`src/rtl/alu_seq_nibble_ctrl_pkg.sv`:
```
// Shared types and constants for the nibble-serial 74181 ALU controller.
// State encodings and the commonly used 74181 function selects.
package alu_seq_nibble_ctrl_pkg;

  typedef enum logic [1:0] {
    ST_IDLE = 2'd0,
    ST_RUN  = 2'd1,
    ST_DONE = 2'd2
  } state_e;

  localparam logic [3:0] S_ADD  = 4'b1001;  // M=0: A plus B
  localparam logic [3:0] S_SUB  = 4'b0110;  // M=0: A minus B minus 1 (plus carry)
  localparam logic [3:0] S_NOTA = 4'b0000;  // M=1: not A

endpackage

```
`src/rtl/alu_seq_nibble_ctrl_alu.sv`:
```
// 4-bit 74181-style ALU slice, active-high data, active-low Cn/Cn4.
// Ripple-only use: the lookahead X/Y group outputs are not provided.
module alu_seq_nibble_ctrl_alu (
  input  logic [3:0] A,
  input  logic [3:0] B,
  input  logic [3:0] S,
  input  logic       M,
  input  logic       Cn,
  output logic [3:0] F,
  output logic       Cn4,
  output logic       AeqB
);

  logic [3:0] g;
  logic [3:0] p;
  logic       c0, c1, c2, c3, c4;

  always_comb begin
    g  = (A & ~B & {4{S[2]}}) | (A & B & {4{S[3]}});
    p  = A | (B & {4{S[0]}}) | (~B & {4{S[1]}});
    // Internal carries are active-high; the pins use 74181 (active-low) polarity.
    c0 = ~Cn;
    c1 = g[0] | (p[0] & c0);
    c2 = g[1] | (p[1] & c1);
    c3 = g[2] | (p[2] & c2);
    c4 = g[3] | (p[3] & c3);
    // M=1 forces every carry term to 1, which yields the complemented logic functions.
    F    = p ^ g ^ ({c3, c2, c1, c0} | {4{M}});
    Cn4  = ~c4;
    AeqB = &F;
  end

endmodule

```
`src/rtl/alu_seq_nibble_ctrl.sv`:
```
// Multi-cycle WIDTH-bit ALU: one 74181 slice used one nibble per clock, LSB first.
// Define ALU_SEQ_OVF_EN to add the signed-add overflow output `ovf`.
module alu_seq_nibble_ctrl
  import alu_seq_nibble_ctrl_pkg::*;
#(
  parameter int unsigned WIDTH = 16
) (
  input  logic             clk,
  input  logic             rst,
  input  logic             in_valid,
  output logic             in_ready,
  input  logic [WIDTH-1:0] A,
  input  logic [WIDTH-1:0] B,
  input  logic [3:0]       S,
  input  logic             M,
  input  logic             Cn,
  output logic             out_valid,
  input  logic             out_ready,
  output logic [WIDTH-1:0] F,
  output logic             Cn_out,
  output logic             AeqB
`ifdef ALU_SEQ_OVF_EN
  ,
  output logic             ovf
`endif
);

  localparam int unsigned NIB  = WIDTH / 4;
  localparam int unsigned CntW = $clog2(NIB);

  state_e            state_q, state_d;
  logic [WIDTH-1:0]  a_q, b_q;
  logic [3:0]        s_q;
  logic              m_q;
  logic              carry_q;
  logic              aeq_acc_q;
  logic [CntW-1:0]   nib_cnt_q;

  logic [3:0]        a_nib, b_nib, f_slice;
  logic              cn4_slice, aeqb_slice;
  logic              accept, last_nib;

  assign a_nib = a_q[{nib_cnt_q, 2'b00} +: 4];
  assign b_nib = b_q[{nib_cnt_q, 2'b00} +: 4];

  alu_seq_nibble_ctrl_alu u_alu (
    .A    (a_nib),
    .B    (b_nib),
    .S    (s_q),
    .M    (m_q),
    .Cn   (carry_q),
    .F    (f_slice),
    .Cn4  (cn4_slice),
    .AeqB (aeqb_slice)
  );

  always_comb begin
    in_ready  = (state_q == ST_IDLE) && !rst;
    out_valid = (state_q == ST_DONE);
    accept    = in_valid && in_ready;
    last_nib  = (nib_cnt_q == CntW'(NIB - 1));
    state_d   = state_q;
    unique case (state_q)
      ST_IDLE: if (accept)    state_d = ST_RUN;
      ST_RUN:  if (last_nib)  state_d = ST_DONE;
      ST_DONE: if (out_ready) state_d = ST_IDLE;
      default:                state_d = ST_IDLE;
    endcase
  end

  always_ff @(posedge clk or posedge rst) begin
    if (rst) state_q <= ST_IDLE;
    else     state_q <= state_d;
  end

  always_ff @(posedge clk or posedge rst) begin
    if (rst) begin
      a_q       <= '0;
      b_q       <= '0;
      s_q       <= '0;
      m_q       <= 1'b0;
      carry_q   <= 1'b0;
      aeq_acc_q <= 1'b0;
      nib_cnt_q <= '0;
      F         <= '0;
      Cn_out    <= 1'b0;
      AeqB      <= 1'b0;
`ifdef ALU_SEQ_OVF_EN
      ovf       <= 1'b0;
`endif
    end else begin
      if (state_q == ST_IDLE && accept) begin
        a_q       <= A;
        b_q       <= B;
        s_q       <= S;
        m_q       <= M;
        carry_q   <= Cn;
        aeq_acc_q <= 1'b1;
        nib_cnt_q <= '0;
      end
      if (state_q == ST_RUN) begin
        F[{nib_cnt_q, 2'b00} +: 4] <= f_slice;
        carry_q   <= cn4_slice;
        aeq_acc_q <= aeq_acc_q & aeqb_slice;
        nib_cnt_q <= nib_cnt_q + 1'b1;
        if (last_nib) begin
          Cn_out <= cn4_slice;
          AeqB   <= aeq_acc_q & aeqb_slice;
`ifdef ALU_SEQ_OVF_EN
          // f_slice[3] is the result sign bit on the last nibble.
          ovf    <= !m_q && (s_q == S_ADD) && (a_q[WIDTH-1] == b_q[WIDTH-1])
                    && (f_slice[3] != a_q[WIDTH-1]);
`endif
        end
      end
    end
  end

endmodule

```
`config.mk`:
```
export PLATFORM = sky130hd
export DESIGN_NAME = alu_seq_nibble_ctrl
export DESIGN_NICKNAME = d
export VERILOG_FILES = /design/src/rtl/alu_seq_nibble_ctrl_pkg.sv /design/src/rtl/alu_seq_nibble_ctrl_alu.sv /design/src/rtl/alu_seq_nibble_ctrl.sv
export SDC_FILE = /design/constraint.sdc
export NUM_CORES = 1
export LEC_CHECK = 0
export BUFFER_PORTS_ARGS = -buffer_cell sky130_fd_sc_hd__buf_4
export CAP_MARGIN = 40
export CORE_UTILIZATION = 54
export DETAILED_ROUTE_END_ITERATION = 16
export PLACE_DENSITY = 0.76
export SYNTH_ARGS = -nofsm -noshare
export SYNTH_HDL_FRONTEND = slang
export SYNTH_HIERARCHICAL = 1
export SYNTH_SLANG_ARGS = --single-unit
```
`constraint.sdc`:
```
create_clock -name clk -period 3.7 [get_ports clk]
set_input_delay 0.555 -clock clk [delete_from_list [all_inputs] [get_ports clk]]
set_output_delay 0.555 -clock clk [all_outputs]
set_load 0.05 [all_outputs]
```
### After elaboration in Yosys (flattened, before gate mapping)

Index checks and enable logic that the tools add are counted.

* add/subtract/negate cells: 2
* eq/ne operators: 6
* shifts and indexed selects: 4
* multiplexer cells: 11
* bitwise operators: 24
* reductions and logical operators: 9

Operators with widths (number)
* 16-bit by 5-bit variable part select with 4-bit output: 2
* 4-bit AND: 6
* 16-bit bitwise mux: 1
* 4-bit bitwise OR: 4
* 4-bit by 6-bit variable shift with 16-bit output (first input constant): 1
* 4-bit by 6-bit variable part select with 16-bit output: 1
* 2-bit 2-to-1 mux: 5
* 4-bit bitwise XOR: 2
* 4-bit negator with 6-bit output: 1
* 2-bit one-hot mux with 3 select lines: 1
* 1-bit AND: 5
* 2-bit == test (second input constant): 2
* 1-bit 2-to-1 mux: 4
* 2-bit != test (second input constant): 2
* 4-bit inverter: 1
* 1-bit bitwise OR: 4
* 4-bit AND reduction: 1
* 1-bit logical AND: 3
* 3-bit AND reduction: 1
* 2-bit by 1-bit adder with 2-bit output (second input constant): 1
* 2-bit by 1-bit == test with 1-bit output (second input constant): 1
* 2-bit logical NOT: 1
* 2-bit by 1-bit != test with 1-bit output (second input constant): 1
* 1-bit inverter: 2
* 3 further kinds: 3

* bits in registers: 61
* input bits: 42
* output and inout bits: 20
* logic and storage cells: 67

### Longest topological paths before layout

Gate-level depths: netlist of run 1.

* word-level depth: 15
* depth in mapped cells: 9
* depth with buffers taken out: 8

### Cells and area by module

Netlist of run 1, hierarchy kept.

Modules (own cells, without submodules)
* alu_seq_nibble_ctrl: times used 1, cells an instance 173, area an instance 2656.3 µm², seq. area each 1526.5 µm²
* alu_seq_nibble_ctrl_alu: times used 1, cells an instance 44, area an instance 329.1 µm², seq. area each 0.0 µm²

### Worst setup path before layout of run 1

OpenSTA, ideal clock, no wires.

* path type: register to register
* from: register nib_cnt_q[0]
* to: register AeqB
* setup time: 84 ps
* arrival: 2928 ps
* data required time: 3616 ps
* setup slack: 688 ps
* stages on the path, launching flop included: 10
* buffers on the path: 1
* clock period less this slack: 3012 ps
* path through: dfrtp_1 -> buf_4 -> mux4_2 -> mux2_4 -> and2_4 -> o311a_4 -> or4_4 -> a211oi_2 -> nand2_1 -> o21ai_0

* elaborated cells between the ends (all ways): 25
* those cells by class: eq/ne (1); shift (2); bitwise (20); reduce/logical (2)

RTL lines
* from (decl): RTL line alu_seq_nibble_ctrl.sv:37 `logic [CntW-1:0] nib_cnt_q;`
* from (signal assigned): RTL line alu_seq_nibble_ctrl.sv:105 `nib_cnt_q <= nib_cnt_q + 1'b1;`
* 16-bit by 5-bit variable part select with 4-bit output (*): RTL line alu_seq_nibble_ctrl.sv:44 `assign b_nib = b_q[{nib_cnt_q, 2'b00} +: 4];`
* named net b_nib[1]: RTL line alu_seq_nibble_ctrl.sv:39 `logic [3:0] a_nib, b_nib, f_slice;`
* 4-bit AND or 4-bit inverter (tied branches): RTL line alu_seq_nibble_ctrl_alu.sv:20, alu_seq_nibble_ctrl_alu.sv:19
* 4-bit bitwise OR, or another cell as far along: RTL line alu_seq_nibble_ctrl_alu.sv:20 `p = A | (B & {4{S[0]}}) | (~B & {4{S[1]}});`
* 4-bit bitwise OR or 4-bit AND (tied branches): RTL line alu_seq_nibble_ctrl_alu.sv:20, alu_seq_nibble_ctrl_alu.sv:19
* 1-bit AND or 4-bit bitwise OR (tied branches): RTL line alu_seq_nibble_ctrl_alu.sv:24, alu_seq_nibble_ctrl_alu.sv:19
* 1-bit bitwise OR: RTL line alu_seq_nibble_ctrl_alu.sv:24 `c2 = g[1] | (p[1] & c1);`
* 1-bit AND: RTL line alu_seq_nibble_ctrl_alu.sv:25 `c3 = g[2] | (p[2] & c2);`
* 1-bit bitwise OR: RTL line alu_seq_nibble_ctrl_alu.sv:25
* 4-bit bitwise OR: RTL line alu_seq_nibble_ctrl_alu.sv:28 `F = p ^ g ^ ({c3, c2, c1, c0} | {4{M}});`
* 4-bit bitwise XOR (*): RTL line alu_seq_nibble_ctrl_alu.sv:28
* 4-bit AND reduction (*): RTL line alu_seq_nibble_ctrl_alu.sv:30 `AeqB = &F;`
* named net aeqb_slice: RTL line alu_seq_nibble_ctrl.sv:40 `logic cn4_slice, aeqb_slice;`
* 1-bit AND (*): RTL line alu_seq_nibble_ctrl.sv:108 `AeqB <= aeq_acc_q & aeqb_slice;`
* to (signal assigned): RTL line alu_seq_nibble_ctrl.sv:108
* to (decl): RTL line alu_seq_nibble_ctrl.sv:21 `output logic AeqB`

The timed path passes the listed nets; every way through them passes the cells marked *.
A chain may end at the register's enable or synchronous reset.

### Worst setup path after layout of run 1

* from: register nib_cnt_q[0]
* to: register F[7]

* elaborated cells between the ends (all ways): 25
* those cells by class: add/sub (1); shift (4); mux (1); bitwise (19)

RTL lines
* 16-bit by 5-bit variable part select with 4-bit output (*): RTL line alu_seq_nibble_ctrl.sv:43 `assign a_nib = a_q[{nib_cnt_q, 2'b00} +: 4];`
* named net a_nib[0]: RTL line alu_seq_nibble_ctrl.sv:39
* 4-bit AND or 4-bit bitwise OR (tied branches) (2 in series): RTL line alu_seq_nibble_ctrl_alu.sv:19, alu_seq_nibble_ctrl_alu.sv:20
* 4-bit bitwise OR or 1-bit AND (tied branches): RTL line alu_seq_nibble_ctrl_alu.sv:19, alu_seq_nibble_ctrl_alu.sv:23
* 1-bit bitwise OR (*): RTL line alu_seq_nibble_ctrl_alu.sv:23 `c1 = g[0] | (p[0] & c0);`
* 1-bit AND (*): RTL line alu_seq_nibble_ctrl_alu.sv:24
* 1-bit bitwise OR (*): RTL line alu_seq_nibble_ctrl_alu.sv:24
* 1-bit AND (*): RTL line alu_seq_nibble_ctrl_alu.sv:25
* 1-bit bitwise OR (*): RTL line alu_seq_nibble_ctrl_alu.sv:25
* 4-bit bitwise OR (*): RTL line alu_seq_nibble_ctrl_alu.sv:28
* 4-bit bitwise XOR (*): RTL line alu_seq_nibble_ctrl_alu.sv:28
* named net f_slice[3]: RTL line alu_seq_nibble_ctrl.sv:39
* 4-bit by 6-bit variable part select with 16-bit output (*): RTL line alu_seq_nibble_ctrl.sv:102 `F[{nib_cnt_q, 2'b00} +: 4] <= f_slice;`
* 16-bit bitwise mux (*): RTL line alu_seq_nibble_ctrl.sv:102
* to (signal, indexed assignment): RTL line alu_seq_nibble_ctrl.sv:102
* to (decl): RTL line alu_seq_nibble_ctrl.sv:19 `output logic [WIDTH-1:0] F,`

Marks and branches as above.

==> impl_results.md, run 1 <==
* Status: finished, final reports clean
* Clock tree from TritonCTS: yes
* Post-synth net total at 264
* HPWL Detailed at 4478 um
* Clock input transition at the sequential cells of the worst setup and hold paths at 60 ps
* CP startpoint kind: flop
* Power share of the sequential group at 31.5%
* Die W at 76.36 um
* Via count of the first global-routing pass at 2161
* Avg Vias per Cell at 5.725
* Data arrival at the endpoint of the critical path at 3210 ps
* Wire length of the first global-routing pass at 10670 um
* Number of distinct library cell variants in the gate-level netlist after synthesis at 43
* Type of element capturing the critical path: flop
* Most used DFF post-synth: sky130_fd_sc_hd__dfrtp_1
* Tot GR Track Use at 23.79%
* Ports placed on the boundary at 62
* Area fraction in compound gates after synthesis at 10.85%
* Post-synthesis to final-layout area growth at 23.47%
* Cell type of the slowest stage on the worst timing path: sky130_fd_sc_hd__mux4_2
* Number of antenna violations at the first check in global routing at 0
* Number of enable-type register cells in the synthesized netlist at 0
* Vias post-DR at 2061
* Fraction of synthesized cell area in xor and xnor cells at 0.2934%
* CP required at 3970 ps
* Iteration-0 DRC count of the detailed router at 146
* Worst clock skew at 4.368 ps
* Top area cells in the synthesized netlist: sky130_fd_sc_hd__dfrtp_1 (51%), sky130_fd_sc_hd__mux2_2 (14%), sky130_fd_sc_hd__mux4_2 (6.0%), sky130_fd_sc_hd__a22o_1 (4.7%), sky130_fd_sc_hd__ha_1 (2.1%)
* Delay-heaviest family, CP: simple AND/OR/NAND/NOR gates
* Share of the clock period used by the worst path at 79.43%
* Clock sink total at 61
* Initial core utilization at 57.36%
* Clock buffers created by TritonCTS at 9
* CP bufs+invs at 2
* Clock latency reported for the late side of the worst-skew pair at 330 ps
* Gate power share at 53.2%
* Final setup violating endpoints at 0
* Area share of the largest cell type after synthesis at 51.13%
* Unrepaired setup endpoints after global routing: false
* Final routed wirelength across all metal layers at 6057 um
* Cells along the critical path: buf_4 > mux4_2 > inv_1 > a21oi_1 > o311a_4 > or4_4 > nand2_1 > nor2b_1 > a22o_1
* Antenna cells at 0
* Largest net degree at the start of global routing at 42
* Post-layout minimum cycle time at 2939 ps
* Global placement routability congestion at 0.7897
* Max capacitance violation total at 0
* P_leak at 0.001684 uW
* Core region area at 5205 um2
* Count of buffers from port buffering at 61
* Hold_buf cts at 0
* Share of synthesized cell area in full adder, half adder and majority cells at 2.096%
* Register area share after synthesis at 51.13%
* Mean area per synthesized cell at 13.76 um2
* Dominant combinational cell family by area after synthesis: multiplexers
* Cell type with the highest aggregate area in the netlist: sky130_fd_sc_hd__dfrtp_1
* Chip height at 76.36 um
* Simple-gate portion of the synthesized area at 9.514%
* Setup TNS Final at 0 ps
* Die footprint at 5830 um2
* Maximum clock insertion buffer count at 2
* Drt wl/cell at 16.83 um
* Max Clk Rate at 0.3403 GHz
* Worst hold slack after final layout at 406.7 ps
* Number of gates resized after cts at 0
* Cell chosen for the clock root: sky130_fd_sc_hd__clkbuf_8
* Synth Cell Area at 2985 um2
* Number of synthesized register bits at 61
* Final instance area at 3686 um2
* Number of setup buffers added after CTS at 0
* Kind of critical path: flop to flop
* Power share of the clock group at 15.4%
* Fraction of final layout cells sized beyond drive strength 1 at 45.17%
* Final max-slew violation count at 0
* Post-Synthesis Cells at 217
* Final antenna-violating net count at 0
* Final-layout fill cell count at 385
* Placed inst area at 3493 um2
* P_int at 2229 uW
* Worst slew margin relative to its limit at 46.99%
* Async set-reset flop share out of synthesis at 100.0%
* Worst Tran Pin Value at 794.0 ps
* CTS HTree Levels at 3
* Yosys warning total at 6
* Biggest fanout along the worst timing path at 13
* Pwr per Cell Area at 1035 nW/um2
* DRC violation count after routing at 0
* Share of synthesized area spent on multiplexers at 22.97%
* Number of standard-cell rows in the floorplan at 26
* Switching Fraction at 41.59%
* Switching power total at 1587 uW
* Worst Hold Class: input pin to async pin
* Net total in the final layout at 333
* First-pass detailed-route iteration total at 4
* Delay of the slowest cell on the worst path at 550 ps
* Remaining global-route overflow at 0
* Hold Fails Final Rpt at 0
* IR drop worst, VDD at 504.1 uV
==> synth_stat cells, drive strengths merged (4+ instances only) <==
cell type,count
dfrtp,61
mux2,41
a22o,16
nand2,10
mux4,8
inv,7
o21ai,7
buf,6
nor2b,6
ha,5
a21oi,4
and2,4
mux2i,4
nand2b,4
nor2,4
==> layout make-up <==
cell class	count	area, um2	area share (%)
inverter	7	26.28	0.7128
timing repair buffer	65	488.0	13.24
clock inverter	1	30.03	0.8147
sequential	61	1526	41.41
tap	70	87.58	2.376
clock buffer	14	162.7	4.413
multi-input combinational	142	1365	37.03
==> per-layer routing <==
| metal | GRT usage (%) | routed length [um] |
|---|---|---|
| met1 | 32.82 | 2811 |
| met2 | 36.49 | 2876 |
| met3 | 6.108 | 255 |
| met4 | 8.654 | 112 |
| met5 | 0 | 0 |
==> power groups by stage <==
stage               clock network, uW  logic (uW)  registers [uW]
CTS                               595        2030            1200
global placement                    0        1950            1200
detailed placement                  0        2020            1210
floorplan                           0        1370            1360
global route                      629        2190            1250
finish                            587        2030            1200
==> cells by family (layout without fill, tap and decap cells) <==
family / count (synthesis) / after routing
AND/OR/NAND/NOR: 43 / 43
adder cells (fa/ha/maj): 5 / 5
multiplexers: 53 / 53
AO/OA/AOI/OAI: 40 / 40
XOR/XNOR: 1 / 1
buffers and inverters: 14 / 87
flip-flops: 61 / 61
==> worst paths after layout <==
| check | start | endpoint | slack, ps | depth (start not counted) |
|---|---|---|---|---|
| min in group clk | out_ready | state_q[1]$_DFFE_PP0P_ | 430 | 2 |
| hold / removal | rst | state_q[1]$_DFFE_PP0P_ | 410 | 2 |
| setup / recovery | nib_cnt_q[0]$_DFFE_PP0P_ | F[7]$_DFFE_PP0P_ | 760 | 9 |
| setup reg to reg | nib_cnt_q[0]$_DFFE_PP0P_ | F[7]$_DFFE_PP0P_ | 760 | 9 |
| hold reg to reg | b_q[0]$_DFFE_PP0P_ | b_q[0]$_DFFE_PP0P_ | 500 | 1 |
| max in group asynchronous | rst | F[8]$_DFFE_PP0P_ | 2480 | 3 |
==> metrics by stage <==
stage | setup slack (ps) | cells | total power [uW] | utilization, %
after detailed placement | 778.3 | 345 | 3236 | 67.12
final | 761.0 | 360 | 3816 | 70.82
after global routing | 549.8 | 360 | 4062 | 70.82
after floorplan | 687.9 | 217 | 2734 | -
after global placement | 891.7 | 345 | 3153 | 67.12
after CTS | 756.8 | 360 | 3827 | 70.82
==> state kept, by name (all words and copies together), names as in the netlist <==
signal     cells
F             16
a_q           16
b_q           16
s_q            4
nib_cnt_q      2
state_q        2
AeqB           1
Cn_out         1
aeq_acc_q      1
carry_q        1
m_q            1
==> worst register-to-register path: stages (launching register included) <==
cell and delay [ps]:
sky130_fd_sc_hd__dfrtp_1 410, sky130_fd_sc_hd__buf_4 260, sky130_fd_sc_hd__mux4_2 560, sky130_fd_sc_hd__inv_1 140, sky130_fd_sc_hd__a21oi_1 120, sky130_fd_sc_hd__o311a_4 380, sky130_fd_sc_hd__or4_4 530, sky130_fd_sc_hd__nand2_1 130
sky130_fd_sc_hd__nor2b_1 190, sky130_fd_sc_hd__a22o_1 150
==> placed cells by master (no fill, tap or decap), types with 5 or more instances in the layout <==
master / netlist / layout
sky130_fd_sc_hd__buf_4: 1 / 65
sky130_fd_sc_hd__dfrtp_1: 61 / 61
sky130_fd_sc_hd__mux2_2: 37 / 37
sky130_fd_sc_hd__a22o_1: 16 / 16
sky130_fd_sc_hd__clkbuf_8: 0 / 11
sky130_fd_sc_hd__nand2_1: 10 / 10
sky130_fd_sc_hd__mux4_2: 8 / 8
sky130_fd_sc_hd__o21ai_0: 7 / 7
sky130_fd_sc_hd__nor2b_1: 6 / 6
sky130_fd_sc_hd__inv_1: 7 / 6
sky130_fd_sc_hd__ha_1: 5 / 5
(Power assumes the default switching activity.)
==> run 2: changes to the inputs <==
Clock period 3.7 ns to 2.8 ns, I/O delays scaled along.
==> run 2 against run 1 <==
  * The run now ends with negative setup slack left
  * Power rose by 43%
  * Clock power rose by 50%
  * Register-to-register slack worse by 800 ps
  * Non-clock buffer count rose by 6
  * Sequential power grew 34%
  * Largest cell class unchanged
==> impl_results.md, run 2 (synthesis gave the netlist of run 1 again) <==
* Maximum clock insertion buffer count at 2 (unchanged)
* Final setup violating endpoints at 5 (+5)
* Max capacitance violation total at 0 (unchanged)
* Number of standard-cell rows in the floorplan at 26 (unchanged)
* Power share of the clock group at 16.1% (+0.7 points)
* Count of buffers from port buffering at 61 (unchanged)
* Unrepaired setup endpoints after global routing: true
* CP required at 3070 ps (-900 ps)
* CTS HTree Levels at 3 (unchanged)
* Chip height at 76.36 um (unchanged)
* Status: finished with violations
* Clock buffers created by TritonCTS at 9 (unchanged)
* Wire length of the first global-routing pass at 10470 um (-1.9%)
* Most common cell after layout, fill and taps aside: sky130_fd_sc_hd__buf_4
* Share of the clock period used by the worst path at 101.3% (+22 points)
* Biggest fanout along the worst timing path at 4 (-9)
* IR drop worst, VDD at 616.0 uV (+22%)
* Ports placed on the boundary at 62 (unchanged)
* Switching power total at 2205 uW (+39%)
* Clock tree from TritonCTS: yes
* Max Clk Rate at 0.3526 GHz (+3.6%)
* Violations in the final reports: negative setup slack
* HPWL Detailed at 4213 um (-5.9%)
* Cell chosen for the clock root: sky130_fd_sc_hd__clkbuf_8
* Final routed wirelength across all metal layers at 5996 um (-1.0%)
* Clock input transition at the sequential cells of the worst setup and hold paths at 70 ps (about the same)
* Largest net degree at the start of global routing at 42 (unchanged)
* Worst slew margin relative to its limit at 50.83% (+3.8 points)
* Vias post-DR at 2041 (-0.97%)
* Die W at 76.36 um (unchanged)
* Commonest non-fill, non-tap cells in the layout: sky130_fd_sc_hd__buf_4 (68), sky130_fd_sc_hd__dfrtp_1 (60), sky130_fd_sc_hd__mux2_2 (37), sky130_fd_sc_hd__a22o_1 (16), sky130_fd_sc_hd__clkbuf_8 (11)
* Final max-slew violation count at 0 (unchanged)
* First-pass detailed-route iteration total at 4 (unchanged)
* Type of element capturing the critical path: flop
* Fraction of final layout cells sized beyond drive strength 1 at 49.16% (+4.0 points)
* Worst clock skew at 10.47 ps (+6.101 ps)
* Gate power share at 54.3% (+1.1 points)
* Avg Vias per Cell at 5.561 (-2.9%)
* Data arrival at the endpoint of the critical path at 3110 ps (-100 ps)
* Worst Tran Pin Value at 730.7 ps (-63.27 ps)
* Post-layout minimum cycle time at 2836 ps (-103.0 ps)
* Via count of the first global-routing pass at 2155 (-0.28%)
* Worst slack, placed at -15.58 ps (-793.9 ps)
* Initial core utilization at 57.36% (unchanged)
* Drt wl/cell at 16.34 um (-2.9%)
* Setup TNS Final at -103.8 ps (-103.8 ps)
* Top flop regs: F (16), a_q (16), b_q (16)
* Hold Fails Final Rpt at 0 (unchanged)
* Kind of critical path: flop to flop
* Clock latency reported for the late side of the worst-skew pair at 330 ps (about the same)
* DRC violation count after routing at 0 (unchanged)
* Tot GR Track Use at 23.57% (-0.22 points)
* Post-synthesis to final-layout area growth at 28.12%
* Worst Hold Class: input pin to async pin
* Die footprint at 5830 um2 (unchanged)
* Number of antenna violations at the first check in global routing at 0 (unchanged)
* Antenna cells at 0 (unchanged)
* CP startpoint kind: flop
* Power share of the sequential group at 29.6% (-1.9 points)
* Global placement routability congestion at 0.7963 (+0.84%)
* Slack of the critical path at -36.02 ps (-797.0 ps)
* Final antenna-violating net count at 0 (unchanged)
* Core region area at 5205 um2 (unchanged)
* Net total in the final layout at 339 (+1.8%)
* Switching Fraction at 40.40% (-1.2 points)
* Clock sink total at 61 (unchanged)
* P_leak at 0.001746 uW (+3.6%)
* Iteration-0 DRC count of the detailed router at 113 (-23%)
* Remaining global-route overflow at 0 (unchanged)
* P_int at 3252 uW (+46%)
* Pwr per Cell Area at 1427 nW/um2 (+38%)
[run 2: final timing paths]
path | startpoint | to | slack, ps | depth (start not counted)
worst max-delay path | nib_cnt_q[0]$_DFFE_PP0P_ | F[15]$_DFFE_PP0P_ | -40 | 9
worst min-delay path | rst | F[12]$_DFFE_PP0P_ | 230 | 2
worst max register to register | nib_cnt_q[0]$_DFFE_PP0P_ | F[15]$_DFFE_PP0P_ | -40 | 9
worst min register to register | F[10]$_DFFE_PP0P_ | F[10]$_DFFE_PP0P_ | 500 | 1
max in group asynchronous | rst | nib_cnt_q[0]$_DFFE_PP0P_ | 1960 | 3
min in group clk | out_ready | state_q[1]$_DFFE_PP0P_ | 280 | 2
[run 2: what timing repair did]
item / in CTS / in global routing
pin swaps: 1 / 0
endpoints found under the setup margin: 2 / 6
setup buffers: 2 / 1
hold endpoints to repair: 0 / 0
hold buffers: 0 / 0
gates resized for setup: 3 / 7
[run 2: power by group through the flow]
| stage | logic, uW | registers (uW) | clock network (uW) |
|---|---|---|---|
| detailed placement | 2700 | 1610 | 0 |
| finish | 2960 | 1610 | 879 |
| global placement | 2650 | 1610 | 0 |
| global route | 3210 | 1670 | 933 |
| floorplan | 1820 | 1810 | 0 |
| CTS | 2780 | 1600 | 892 |
[run 2: worst max-delay path, stage by stage, from the launching register on]
cell,delay (ps)
sky130_fd_sc_hd__dfrtp_2,420
sky130_fd_sc_hd__mux4_2,560
sky130_fd_sc_hd__mux2_4,320
sky130_fd_sc_hd__and2_4,150
sky130_fd_sc_hd__o311a_4,310
sky130_fd_sc_hd__or4_4,550
sky130_fd_sc_hd__buf_4,160
sky130_fd_sc_hd__nand2_4,50
sky130_fd_sc_hd__nor2b_4,140
sky130_fd_sc_hd__a22o_1,120
[run 2: metrics by stage]
step	area (um2)	utilization (%)	std cells	power, uW	hold slack [ps]
6_report	3825	73.49	367	5458	234.0
5_1_grt	3825	73.49	367	5816	283.7
4_1_cts	3780	72.62	366	5276	244.4
3_5_place_dp	3532	67.86	348	4315	489.5
3_3_place_gp	3532	67.86	348	4259	484.2
2_1_floorplan	2993	-	217	3630	453.3
[run 2: cell type report]
type                       count  area [um2]
timing repair buffer          71       553.0
multi-input combinational    142        1405
fill                         376        1380
sequential                    61        1528
inverter                       7       26.28
tap                           70       87.58
clock inverter                 4       70.07
clock buffer                  12       155.1
[run 2: routing by layer]
layer / track usage (%) / wire, um / vias to the layer above / share of wire, %
li1: - / - / 969 / -
met1: 32.20 / 2861 / 1018 / 48
met2: 36.22 / 2810 / 44 / 47
met3: 3.952 / 201 / 10 / 3.4
met4: 12.50 / 122 / 0 / 2.0
met5: 0 / 0 / - / 0
==> run 3: changes to the inputs <==
Settings changed: BUFFER_PORTS_ARGS -buffer_cell sky130_fd_sc_hd__buf_4 to default, CORE_UTILIZATION 54 to 55, DONT_BUFFER_PORTS from default to 1, MAX_ROUTING_LAYER from default to met4, PLACE_DENSITY 0.76 to 0.67.
==> run 3 against run 2 <==
  * The run still ends with negative setup slack left
  * Largest cell class unchanged
  * Maximum frequency up 0.57%
  * Cell count down 17%
  * First-iteration DRC count down 6.2%
  * Wire length up 2.8%
  * Cell area down 13%
  * Hold slack worse by 180 ps
  * Die area down 1.8%
  * Critical path depth down 1
==> impl_results.md, run 3 (synthesis gave the netlist of run 1 again) <==
* Count of buffers from port buffering at 0 (-100%)
* Clock input transition at the sequential cells of the worst setup and hold paths at 70 ps (about the same)
* Placed inst area at 3074 um2 (-13%)
* Unrepaired setup endpoints after global routing: true
* Post-synthesis to final-layout area growth at 12.03%
* Top flop regs: F (16), a_q (16), b_q (16)
* Drt wl/cell at 20.14 um (+23%)
* Die W at 75.68 um (-0.89%)
* Post-layout minimum cycle time at 2820 ps (-16.01 ps)
* Avg Vias per Cell at 6.173 (+11%)
* Fraction of final layout cells sized beyond drive strength 1 at 36.44% (-13 points)
* Delay-heaviest family, CP: multiplexers
* DRC violation count after routing at 0 (unchanged)
* Antenna cells at 0 (unchanged)
* Initial core utilization at 57.72% (+0.36 points)
* Global placement routability congestion at 0.8603 (+8.0%)
* Final max-slew violation count at 0 (unchanged)
* Die footprint at 5727 um2 (-1.8%)
* Cell chosen for the clock root: sky130_fd_sc_hd__clkbuf_8
* CTS HTree Levels at 3 (unchanged)
* Net total in the final layout at 278 (-18%)
* Hold_buf cts at 0 (unchanged)
* CP bufs+invs at 0 (-1)
* Core region area at 5172 um2 (-0.62%)
* Type of element capturing the critical path: flop
* Final antenna-violating net count at 0 (unchanged)
* Critical R2R Capture: aeq_acc_q$_DFFE_PP0P_
* Vias post-DR at 1889 (-7.4%)
* Kind of critical path: flop to flop
* Setup TNS Final at -31.68 ps (+72.10 ps)
* Status: finished with violations
* Tot GR Track Use at 24.50% (+0.93 points)
* Worst Tran Pin Value at 824.3 ps (+93.53 ps)
* Commonest non-fill, non-tap cells in the layout: sky130_fd_sc_hd__dfrtp_1 (60), sky130_fd_sc_hd__mux2_2 (37), sky130_fd_sc_hd__a22o_1 (16), sky130_fd_sc_hd__clkbuf_8 (11), sky130_fd_sc_hd__nand2_1 (10)
* Number of antenna violations at the first check in global routing at 0 (unchanged)
* HPWL Detailed at 4471 um (+6.1%)
* Cell type of the slowest stage on the worst timing path: sky130_fd_sc_hd__mux4_2
* Worst slew margin relative to its limit at 44.75% (-6.1 points)
* Cells along the critical path: mux4_2 > mux2i_1 > nor2_2 > o311a_4 > or4_4 > a211oi_2 > o21ai_0 > nand2b_1
* Iteration-0 DRC count of the detailed router at 106 (-6.2%)
* Hold Fails Final Rpt at 0 (unchanged)
* Final setup violating endpoints at 2 (-3)
* Area taken by multi-input logic gates at 1395 um2 (-0.71%)
* CP required at 3080 ps (about the same)
* Sequential cell area at 1528 um2 (unchanged)
* Largest net degree at the start of global routing at 42 (unchanged)
* Share of the clock period used by the worst path at 100.7% (-0.57 points)
* Final routed wirelength across all metal layers at 6163 um (+2.8%)
* Clock latency reported for the late side of the worst-skew pair at 340 ps (about the same)
* Delay of the slowest cell on the worst path at 570 ps (about the same)
* Stages on the worst setup path at 8 (-1)
* Final-layout fill cell count at 375 (-0.27%)
* Reg2Reg Depth at 8 (-1)
* Slack of the critical path at -20.01 ps (+16.01 ps)
* Number of standard-cell rows in the floorplan at 26 (unchanged)
* Worst clock skew at 5.375 ps (-5.095 ps)
* R2R setup slack at -20 ps (+20 ps)
* Max Clk Rate at 0.3546 GHz (+0.57%)
* Wire length of the first global-routing pass at 9625 um (-8.1%)
* Clock sink total at 61 (unchanged)
* Chip height at 75.68 um (-0.89%)
* Remaining global-route overflow at 0 (unchanged)
* Maximum clock insertion buffer count at 2 (unchanged)
* Final instance area at 3344 um2 (-13%)
* Ports placed on the boundary at 62 (unchanged)
* Max capacitance violation total at 0 (unchanged)
* Worst Hold Class: input pin to async pin
* CP startpoint kind: flop
* Clock buffers created by TritonCTS at 9 (unchanged)
* Worst reg2reg path startpoint: nib_cnt_q[0]$_DFFE_PP0P_
* Data arrival at the endpoint of the critical path at 3100 ps (about the same)
* Most common cell after layout, fill and taps aside: sky130_fd_sc_hd__dfrtp_1
* Clock tree from TritonCTS: yes
* Biggest fanout along the worst timing path at 6 (+2)
* Via count of the first global-routing pass at 2023 (-6.1%)
* Violations in the final reports: negative setup slack
* First-pass detailed-route iteration total at 4 (unchanged)
* Fraction of the core area covered by cells at the end of the flow at 64.66% (-8.8 points)
==> run 3: metal layers <==
metal  up-vias  track usage, %  part of all wire (%)
met3        18           6.349                   4.5
met2        70           39.19                    52
li1        849               -                     -
met1       952           27.13                    41
met4         0           16.05                   2.8
met5         -               -                     0
==> run 3: worst max path at each step <==
stage                                   from                    end
global route        nib_cnt_q[0]$_DFFE_PP0P_       AeqB$_DFFE_PP0P_
global placement    nib_cnt_q[0]$_DFFE_PP0P_       AeqB$_DFFE_PP0P_
floorplan           nib_cnt_q[0]$_DFFE_PP0P_       AeqB$_DFFE_PP0P_
CTS                 nib_cnt_q[0]$_DFFE_PP0P_       F[7]$_DFFE_PP0P_
detailed placement  nib_cnt_q[0]$_DFFE_PP0P_       AeqB$_DFFE_PP0P_
finish              nib_cnt_q[0]$_DFFE_PP0P_  aeq_acc_q$_DFFE_PP0P_
==> run 3: what timing repair did <==
action	4_1_cts	5_1_grt
buffers inserted	2	0
gates resized for setup	2	5
pin swaps	1	4
endpoints found under the setup margin	4	9
==> run 3: layout make-up <==
cell class	instances	area share, %
multi-input cells	142	41.71
repair buffers	10	2.469
clock buffers	12	4.639
well taps	70	2.619
inverters	7	0.7856
clock inverters	4	2.095
flip-flops and latches	61	45.68
==> run 3: worst reg2reg max path: cells and delay by family, from the launching register on <==
kind,cells,cell delay [ps]
compound gates,3,770
mux,2,840
flops,1,440
simple gates,3,710
==> run 3: metrics by stage <==
stage                     worst slack [ps]  hold WS [ps]  cells
after floorplan                     -92.49         453.3    217
after global placement               50.60         411.8    288
final                               -20.01         50.62    306
after detailed placement            -28.34         428.8    288
after CTS                            13.08         65.50    306
after global routing                -194.1         109.4    306
Power of run 3 is left out: the tool's default activity adds up to more than one toggle a clock period on the data nets, which glitch-free logic cannot reach.
